[config.mk]
export PLATFORM = sky130hd
export DESIGN_NAME = rr_arbiter8
export DESIGN_NICKNAME = d
export VERILOG_FILES = /design/src/rtl/rr_pkg.sv /design/src/rtl/rr_pick8.sv /design/src/rtl/rr_arbiter8.sv
export SDC_FILE = /design/constraint.sdc
export NUM_CORES = 1
export LEC_CHECK = 0
export BUFFER_PORTS_ARGS = -buffer_cell sky130_fd_sc_hd__buf_4
export CAP_MARGIN = 20
export CORE_ASPECT_RATIO = 0.8
export CORE_MARGIN = 3
export CORE_UTILIZATION = 41
export DETAILED_ROUTE_END_ITERATION = 6
export MAX_ROUTING_LAYER = met4
export PLACE_DENSITY = 0.64
export SYNTH_ARGS = -nofsm -noshare
export SYNTH_HDL_FRONTEND = slang
export SYNTH_SLANG_ARGS = --single-unit
[constraint.sdc]
create_clock -name clk -period 10.2 [get_ports clk]
set_clock_uncertainty 0.15 [all_clocks]
set_input_delay 2.04 -clock clk [delete_from_list [all_inputs] [get_ports clk]]
set_output_delay 2.04 -clock clk [all_outputs]
set_load 0.05 [all_outputs]
[src/rtl/rr_pkg.sv]
`default_nettype none
// ============================================================================
// Module      : rr_pkg
// Description : Shared constants and state type for the 8-channel
//               round-robin arbiter and its circular find-first picker.
// Revision    : 1.0 - initial release
// ============================================================================
package rr_pkg;

    localparam int NCH  = 8;    // number of request channels
    localparam int SELW = 3;    // width of a channel index
    localparam int CNTW = 4;    // width of the per-grant beat counter

    typedef enum logic [0:0] {
        IDLE  = 1'b0,
        GRANT = 1'b1
    } state_e;

endpackage : rr_pkg
`default_nettype wire

[src/rtl/rr_pick8.sv]
`default_nettype none
// ============================================================================
// Module      : rr_pick8
// Description : Combinational circular find-first. Returns the first index j
//               in the order ptr, ptr+1, ..., ptr+7 (mod 8) with req[j] set.
// Revision    : 1.0 - initial release
// ============================================================================
module rr_pick8
    import rr_pkg::*;
(
    input  logic [NCH-1:0]  req,
    input  logic [SELW-1:0] ptr,
    output logic [SELW-1:0] idx,
    output logic            found
);

    // Walk the channels starting at ptr; the 3-bit add wraps 7 -> 0 for free.
    always_comb begin : p_find_first
        logic [SELW-1:0] v_j;
        idx   = '0;
        found = 1'b0;
        v_j   = '0;
        for (int k = 0; k < NCH; k++) begin
            v_j = ptr + SELW'(k);
            if (!found && req[v_j]) begin
                idx   = v_j;
                found = 1'b1;
            end
        end
    end

endmodule : rr_pick8
`default_nettype wire

[src/rtl/rr_arbiter8.sv]
`default_nettype none
// ============================================================================
// Module      : rr_arbiter8
// Description : 8-channel round-robin arbiter driving a mux8 select. Holds a
//               grant for up to BURST accepted beats, then hands over to the
//               next requester after the released channel, back-to-back.
// Revision    : 1.0 - initial release
// ============================================================================
module rr_arbiter8
    import rr_pkg::*;
#(
    parameter int BURST = 1     // max consecutive accepted beats per grant (1..16)
) (
    input  logic            clk,
    input  logic            reset,
    input  logic [NCH-1:0]  req,
    input  logic            ready,
    output logic [SELW-1:0] select,
    output logic            valid,
    output logic [NCH-1:0]  grant
);

    localparam logic [CNTW-1:0] c_BURST_LAST = CNTW'(BURST - 1);

    state_e          r_state_q, w_state_d;
    logic [SELW-1:0] r_sel_q,   w_sel_d;
    logic [SELW-1:0] r_ptr_q,   w_ptr_d;
    logic [CNTW-1:0] r_cnt_q,   w_cnt_d;

    logic [NCH-1:0]  w_sel_onehot;
    logic [NCH-1:0]  w_pick_req;
    logic [SELW-1:0] w_pick_ptr;
    logic [SELW-1:0] w_pick_idx;
    logic            w_pick_found;
    logic            w_xfer;
    logic            w_last;

    assign w_sel_onehot = {{(NCH-1){1'b0}}, 1'b1} << r_sel_q;
    assign w_xfer       = valid && ready;
    assign w_last       = (r_cnt_q >= c_BURST_LAST);

    // In IDLE the picker searches the raw request from the stored pointer;
    // in GRANT it is only consulted on release, so it searches from the
    // channel after the current one with that channel masked off.
    assign w_pick_req = (r_state_q == GRANT) ? (req & ~w_sel_onehot) : req;
    assign w_pick_ptr = (r_state_q == GRANT) ? (r_sel_q + SELW'(1)) : r_ptr_q;

    rr_pick8 u_pick (
        .req   (w_pick_req),
        .ptr   (w_pick_ptr),
        .idx   (w_pick_idx),
        .found (w_pick_found)
    );

    // Outputs are a direct decode of the registered state and select.
    assign valid  = (r_state_q == GRANT);
    assign select = r_sel_q;
    assign grant  = valid ? w_sel_onehot : '0;

    // Next-state logic: hold everything unless a grant starts, a beat is
    // accepted, or the grant is released.
    always_comb begin
        w_state_d = r_state_q;
        w_sel_d   = r_sel_q;
        w_ptr_d   = r_ptr_q;
        w_cnt_d   = r_cnt_q;
        case (r_state_q)
            IDLE: begin
                if (|req) begin
                    w_state_d = GRANT;
                    w_sel_d   = w_pick_idx;
                    w_cnt_d   = '0;
                end
            end
            GRANT: begin
                if (w_xfer) begin
                    if (req[r_sel_q] && !w_last) begin
                        w_cnt_d = r_cnt_q + CNTW'(1);
                    end else begin
                        w_ptr_d = r_sel_q + SELW'(1);
                        if (w_pick_found) begin
                            w_sel_d = w_pick_idx;
                            w_cnt_d = '0;
                        end else begin
                            w_state_d = IDLE;
                        end
                    end
                end
            end
            default: w_state_d = IDLE;
        endcase
    end

    // State registers with synchronous reset taking priority over everything.
    always_ff @(posedge clk) begin
        if (reset) begin
            r_state_q <= IDLE;
            r_sel_q   <= '0;
            r_ptr_q   <= '0;
            r_cnt_q   <= '0;
        end else begin
            r_state_q <= w_state_d;
            r_sel_q   <= w_sel_d;
            r_ptr_q   <= w_ptr_d;
            r_cnt_q   <= w_cnt_d;
        end
    end

endmodule : rr_arbiter8
`default_nettype wire

# ---- Word-level counts from Yosys, hierarchy flattened
# Index checks and enable logic that the tools add are counted.
dict set report op_classes {
  add_sub_neg 9
  n_lt_le_gt_ge 10
  n_eq_ne 5
  n_shift 1
  muxes 52
  bitwise_logic 4
  n_reduce_logical 21
}
# operator n
set op_table {}
lappend op_table {{$mux 3} 13}
lappend op_table {{$lt 3x4->1 const B} 9}
lappend op_table {{$bmux 1 s3} 9}
lappend op_table {{$mux 1} 21}
lappend op_table {{$mux 4} 4}
lappend op_table {{$mux 8} 2}
lappend op_table {{$add 3x3->3 const B} 4}
lappend op_table {{$logic_and 1x1->1} 9}
lappend op_table {{$and 8x8->8} 1}
lappend op_table {{$logic_not 1->1} 8}
lappend op_table {{$not 8->8} 1}
lappend op_table {{$pmux 4 s2} 1}
lappend op_table {{$reduce_or 8->1} 1}
lappend op_table {{$shl 1x3->8 const A} 1}
lappend op_table {{$add 3x1->3 const B} 2}
lappend op_table {{$add 3x2->3 const B} 2}
lappend op_table {{$pmux 3 s2} 1}
lappend op_table {{$reduce_and 3->1} 2}
lappend op_table {{$add 4x1->4 const B} 1}
lappend op_table {{$ge 4x1->1 const B} 1}
lappend op_table {{$ne 2x1->1 const B} 2}
lappend op_table {{$ne 2x2->1 const B} 2}
lappend op_table {{$reduce_and 4->1} 1}
lappend op_table {{$ne 3x1->1 const B} 1}
lappend op_table {{other kinds (2)} 3}
dict set report totals {
  register_bits 11
  inputBits 11
  output_inout_bits 12
}

# ---- Logic depth before layout (Yosys ltp)
dict set report logic_depth {
  ltp_word 32
  mapped_depth 13
  depth_no_buf 12
}

# ---- Hierarchy
# From an unflattened synthesis, not the netlist that was laid out.
dict set report hier_totals {
  cells_unflattened 182
  hier_area_um2 1616.6
}
# module instances cells_per_inst area_per_inst_um2
set modules_own_cells {}
lappend modules_own_cells {rr_pick8 1 121 1081.0}
lappend modules_own_cells {rr_arbiter8 1 61 535.5}

# ---- Worst setup path after synthesis
# Ideal clock, no wire load.
dict set report synth_timing {
  kind {register to register}
  start {register r_sel_q[0], in the netlist select[0]}
  end {register r_sel_q[0], in the netlist select[0]}
  setup_time_ns 0.091
  arrival_ns 3.958
  setup_slack_ns 6.001
  path_stages_with_launch 13
  path_buffers 2
  cell_sequence {dfxtp_1 inv_1 ha_1 mux2i_1 buf_2 ha_1 clkbuf_1 mux4_1 a221o_4 and4_4 a31oi_4 nor2_1 a311oi_1}
}
dict set report synth_via {
  elab_chain_cells 32
  elab_cells_between_ends 70
  classes_between {8 x add/sub; 2 x eq/ne; 1 x shift; 41 x mux; 2 x bitwise; 16 x reduce/logical}
}
# element line_no
set synth_lines {}
lappend synth_lines {{start: declaration} rr_arbiter8.sv:26} ;# logic [SELW-1:0] r_sel_q, w_sel_d;
lappend synth_lines {{start signal: assignment} rr_arbiter8.sv:103} ;# r_sel_q <= w_sel_d;
lappend synth_lines {{branches (longest 32 deep; another with $add 3x1->3)} -}
# Several ways; the timed one is not identified. The select of a mux whose other input is x is not followed.
# A chain may end at the register's enable or synchronous reset.

# ---- Worst setup path after layout
dict set report layout_timing {
  start {input port req[5]}
  end {register r_sel_q[0], in the netlist select[0]}
}
dict set report layout_via {
  elab_chain_cells 30
  elab_cells_between_ends 61
  classes_between {3 x eq/ne; 40 x mux; 1 x bitwise; 17 x reduce/logical}
}
# element line_no
set layout_lines {}
lappend layout_lines {{start: declaration} rr_arbiter8.sv:16} ;# input logic [NCH-1:0] req,
lappend layout_lines {{$and 8x8->8} rr_arbiter8.sv:45} ;# assign w_pick_req = (r_state_q == GRANT) ? (req & ~w_sel_onehot) : req;
lappend layout_lines {{$mux 8} rr_arbiter8.sv:45}
lappend layout_lines {{$bmux 1 s3} rr_pick8.sv:25} ;# if (!found && req[v_j]) begin
lappend layout_lines {{$mux 1 (implied by the code)} rr_pick8.sv:25}
lappend layout_lines {{$mux 1} rr_pick8.sv:25}
lappend layout_lines {{$logic_not 1->1} rr_pick8.sv:25}
lappend layout_lines {{$logic_and 1x1->1} rr_pick8.sv:25}
lappend layout_lines {{$mux 1} rr_pick8.sv:25}
lappend layout_lines {{[... 14 more ...]} -}
lappend layout_lines {{$mux 1} rr_pick8.sv:25}
lappend layout_lines {{$logic_not 1->1} rr_pick8.sv:25}
lappend layout_lines {{$logic_and 1x1->1} rr_pick8.sv:25}
lappend layout_lines {{$mux 3} rr_pick8.sv:25}
lappend layout_lines {{$mux 3} rr_arbiter8.sv:81} ;# if (w_pick_found) begin
lappend layout_lines {{$mux 3} rr_arbiter8.sv:77} ;# if (req[r_sel_q] && !w_last) begin
lappend layout_lines {{$mux 3} rr_arbiter8.sv:76} ;# if (w_xfer) begin
lappend layout_lines {{$pmux 3 s2} rr_arbiter8.sv:67} ;# case (r_state_q)
# Several ways; a longest one is shown, not always the timed one. The select of a mux whose other input is x is not followed.

==> results.yml <==
yosys:
  netlist_area_sq_mm: 0.00138
  synth-async-reset-ratio_pct: 0
  syn_nets: 191
  synthTopCellsByCount: "16 x nand2_1, 12 x inv_1, 11 x a21oi_1, 11 x nand3_1, 11 x nor2_1"
  yosys-top-cells-area: "dfxtp_1 10%, ha_1 7.3%, mux4_2 6.5%"
  synth.most_common_cell: "nand2_1"
  ys_ff_latch: 7
  synthDistinctLibCells: 51
  synth_top_area_share_pct: 10.2
  yosys.area.top_type: "dfxtp_1"
  syn-instance-count: 172
  synth-main-ff-cell: "dfxtp_1"
  synth-edff-count: 0
  syn_avg_cell_area_sq_um: 8.02
  yosysWarnings: 0
  ys_seq_area_share_pct: 10.2
routing:
  drtIter0Drc: 124
  drt-pass1-iter-count: 4
  wire_per_inst_microns: 16.5
  vias: 1429
  ant_nets: 0
  viasPerCell: 6.11
  routed_wl_microns: 3850
  drc: 0
sta:
  final_max_slew_viol_count: 0
  fmax_mhz: 232
  setup_viol_count_final: 0
  worst_slew_pin_slew_ns: 0.694
  hold_slack_ns: 0.303
  maxSlewHeadroom_pct: 53.7
  fin_crit_ns: 4.31
  rsz0062_at_grt: "false"
  tns_ns: 0
  hold_viol: 0
  period_share_pct: 42.3
power:
  switching_share_pct: 55.0
  p_per_area_mw_per_mm2: 312
  p_int_mw: 0.227
  leakagePower_nw: 0.713
  p_comb_share_pct: 82.8
  power_switching_mw: 0.277
  pwr-share-seq_pct: 9.6
  ir_drop_uv: 182
  clkPwrFrac_pct: 7.7
place:
  dpl-instance-area_sq_mm: 0.00157
  dpl.cell_count: 230
  post-dp-hpwl_microns: 3060
  portBuffers: 22
  place.gp.congestion: 0.972
layout:
  insertedDiodeCount: 0
  final_area_sq_mm: 0.00162
  layout.nets: 214
  syn_to_final_growth_pct: 17.3
  finalNonFillerCells: 234
  drive_gt1_share_pct: 22.2
setup_path:
  r2r_start: "select[0]"
  critical_path_depth: 9
  crit_path_max_fanout: 6
  critPathBufInv: 1
  start_kind: "input pin"
  worstPathRequired_ns: 10.17
  worst-r2r-cell-count: 11
  worstSetupPathType: "in2reg"
  crit_family: "multiplexers"
  setup.worst_path.start: "req[5]"
  critPathMaxStageDelay_ns: 0.58
  endpoint_kind: "flop"
  cp_slowest_cell: "mux4_1"
  path_cells: "buf_4, nand2_1, mux4_1, and2_1, mux4_2, and4_4, a31oi_4, nor2_1, a311oi_1"
  critPathArrivalTime_ns: 4.28
grt:
  grt_antenna_before_repair: 0
  grt_overflow: 0
  grt_usage_pct: 20.0
  grt_pass1_wl_microns: 6520
  grt_pass1_vias: 1342
  grt_max_degree: 23
clocking:
  post_cts_resized: 0
  root_buffer: "clkbuf_8"
  clk_latency_ns: 0.23
  cts_sinks: 7
  cts_buffers: 3
  h-tree-depth: 1
  path_clk_slew_ns: 0.04
  hold_buffers: 0
  cts_tree: "done"
  cts_setup_buffers: 0
  clockBufferDepth: 2
job:
  maxCapViolations: 0
die:
  die_w_microns: 70.8
  dieArea_sq_mm: 0.00410
  ios: 23
  dieHeight_microns: 57.9
  start_util_pct: 43.7
  core_area_sq_mm: 0.00315
  rows: 18
min_path:
  worstHoldPathCells: 2
  min-delay-start: "r_ptr_q[1]"
  min_path_type: "reg2reg"
status:
  status: "finished, final reports clean"
## final cells by class
cell class / instances / area, sq um
inverter: 14 / 57.6
clock buffer: 4 / 45.0
tap: 40 / 50.0
fill: 307 / 1540
timing repair buffer: 23 / 173
multi-input combinational: 146 / 1150
sequential: 7 / 140
## worst paths after layout
path / to / slack, ns
worst max register to register: select[0] / 6.06
worst max-delay path: select[0] / 5.89
worst min register to register: r_ptr_q[1] / 0.30
worst min-delay path: r_ptr_q[1] / 0.30
## registers in the layout, indices dropped and copies added (netlist names)
signal,cells
r_ptr_q,3
select,3
valid,1
## worst register-to-register path: stages, from the launching register on
cell and delay (ns):
dfxtp_1 0.54, inv_1 0.12, ha_1 0.34, mux2i_1 0.09, buf_4 0.23, ha_1 0.52, mux4_1 0.74, a221o_4 0.50
and4_4 0.23, a31oi_4 0.23, nor2_1 0.07, a311oi_1 0.30
## power groups by stage
stage	Clock, mW	Sequential [mW]	Combinational [mW]
floorplan	0	0.0592	0.309
global placement	0	0.0485	0.407
detailed placement	0	0.0488	0.410
CTS	0.0395	0.0485	0.414
global route	0.0417	0.0503	0.457
finish	0.0387	0.0482	0.417
## stage by stage
| step | power (mW) | worst slack, ns | util, % |
|---|---|---|---|
| after floorplan | 0.368 | 6.00 | - |
| after global placement | 0.456 | 5.74 | 49.9 |
| after detailed placement | 0.459 | 5.72 | 49.9 |
| after CTS | 0.502 | 5.91 | 51.3 |
| after global routing | 0.549 | 5.76 | 51.3 |
| final | 0.504 | 5.89 | 51.3 |
## cell usage in the layout, fill, tap and decap left out, types with 2 or more instances in the layout
| cell type | count |
|---|---|
| nand3_1 | 11 |
| o211ai_1 | 3 |
| and3b_1 | 2 |
| nand2b_1 | 7 |
| a31oi_1 | 2 |
| xnor2_1 | 3 |
| nor2_1 | 11 |
| o21ai_0 | 10 |
| clkbuf_8 | 3 |
| a311oi_1 | 2 |
| nor3_1 | 2 |
| a21oi_1 | 11 |
| a221o_1 | 2 |
| nor4_1 | 2 |
| a22oi_1 | 2 |
| and3_1 | 2 |
| o32ai_1 | 3 |
| inv_1 | 12 |
| dfxtp_1 | 7 |
| mux4_2 | 4 |
| mux2i_1 | 5 |
| nand4_1 | 3 |
| ha_1 | 8 |
| mux2_2 | 3 |
| buf_4 | 23 |
| nand2b_4 | 2 |
| mux4_1 | 3 |
| and2_1 | 8 |
| nand2_1 | 16 |
## cell families (layout without fill, tap and decap cells)
logic type               count (synthesis)  count (layout)  synth area share [%]
flip-flops                               7               7                  10.2
buffers and inverters                   19              41                  6.26
multiplexers                            15              15                  18.3
AND/OR/NAND/NOR                         72              72                  30.3
AO/OA/AOI/OAI                           48              48                  25.8
XOR/XNOR                                 3               3                  1.91
adder cells (fa/ha/maj)                  8               8                  7.26
## layer usage
metal,vias to the layer above,global-route usage [%],wire (microns)
met3,4,3.29,144
met5,-,-,0
met2,37,30.3,1720
li1,697,-,-
met1,691,29.2,1970
met4,0,1.88,21
No activity file was read; power rests on OpenSTA's default activity.
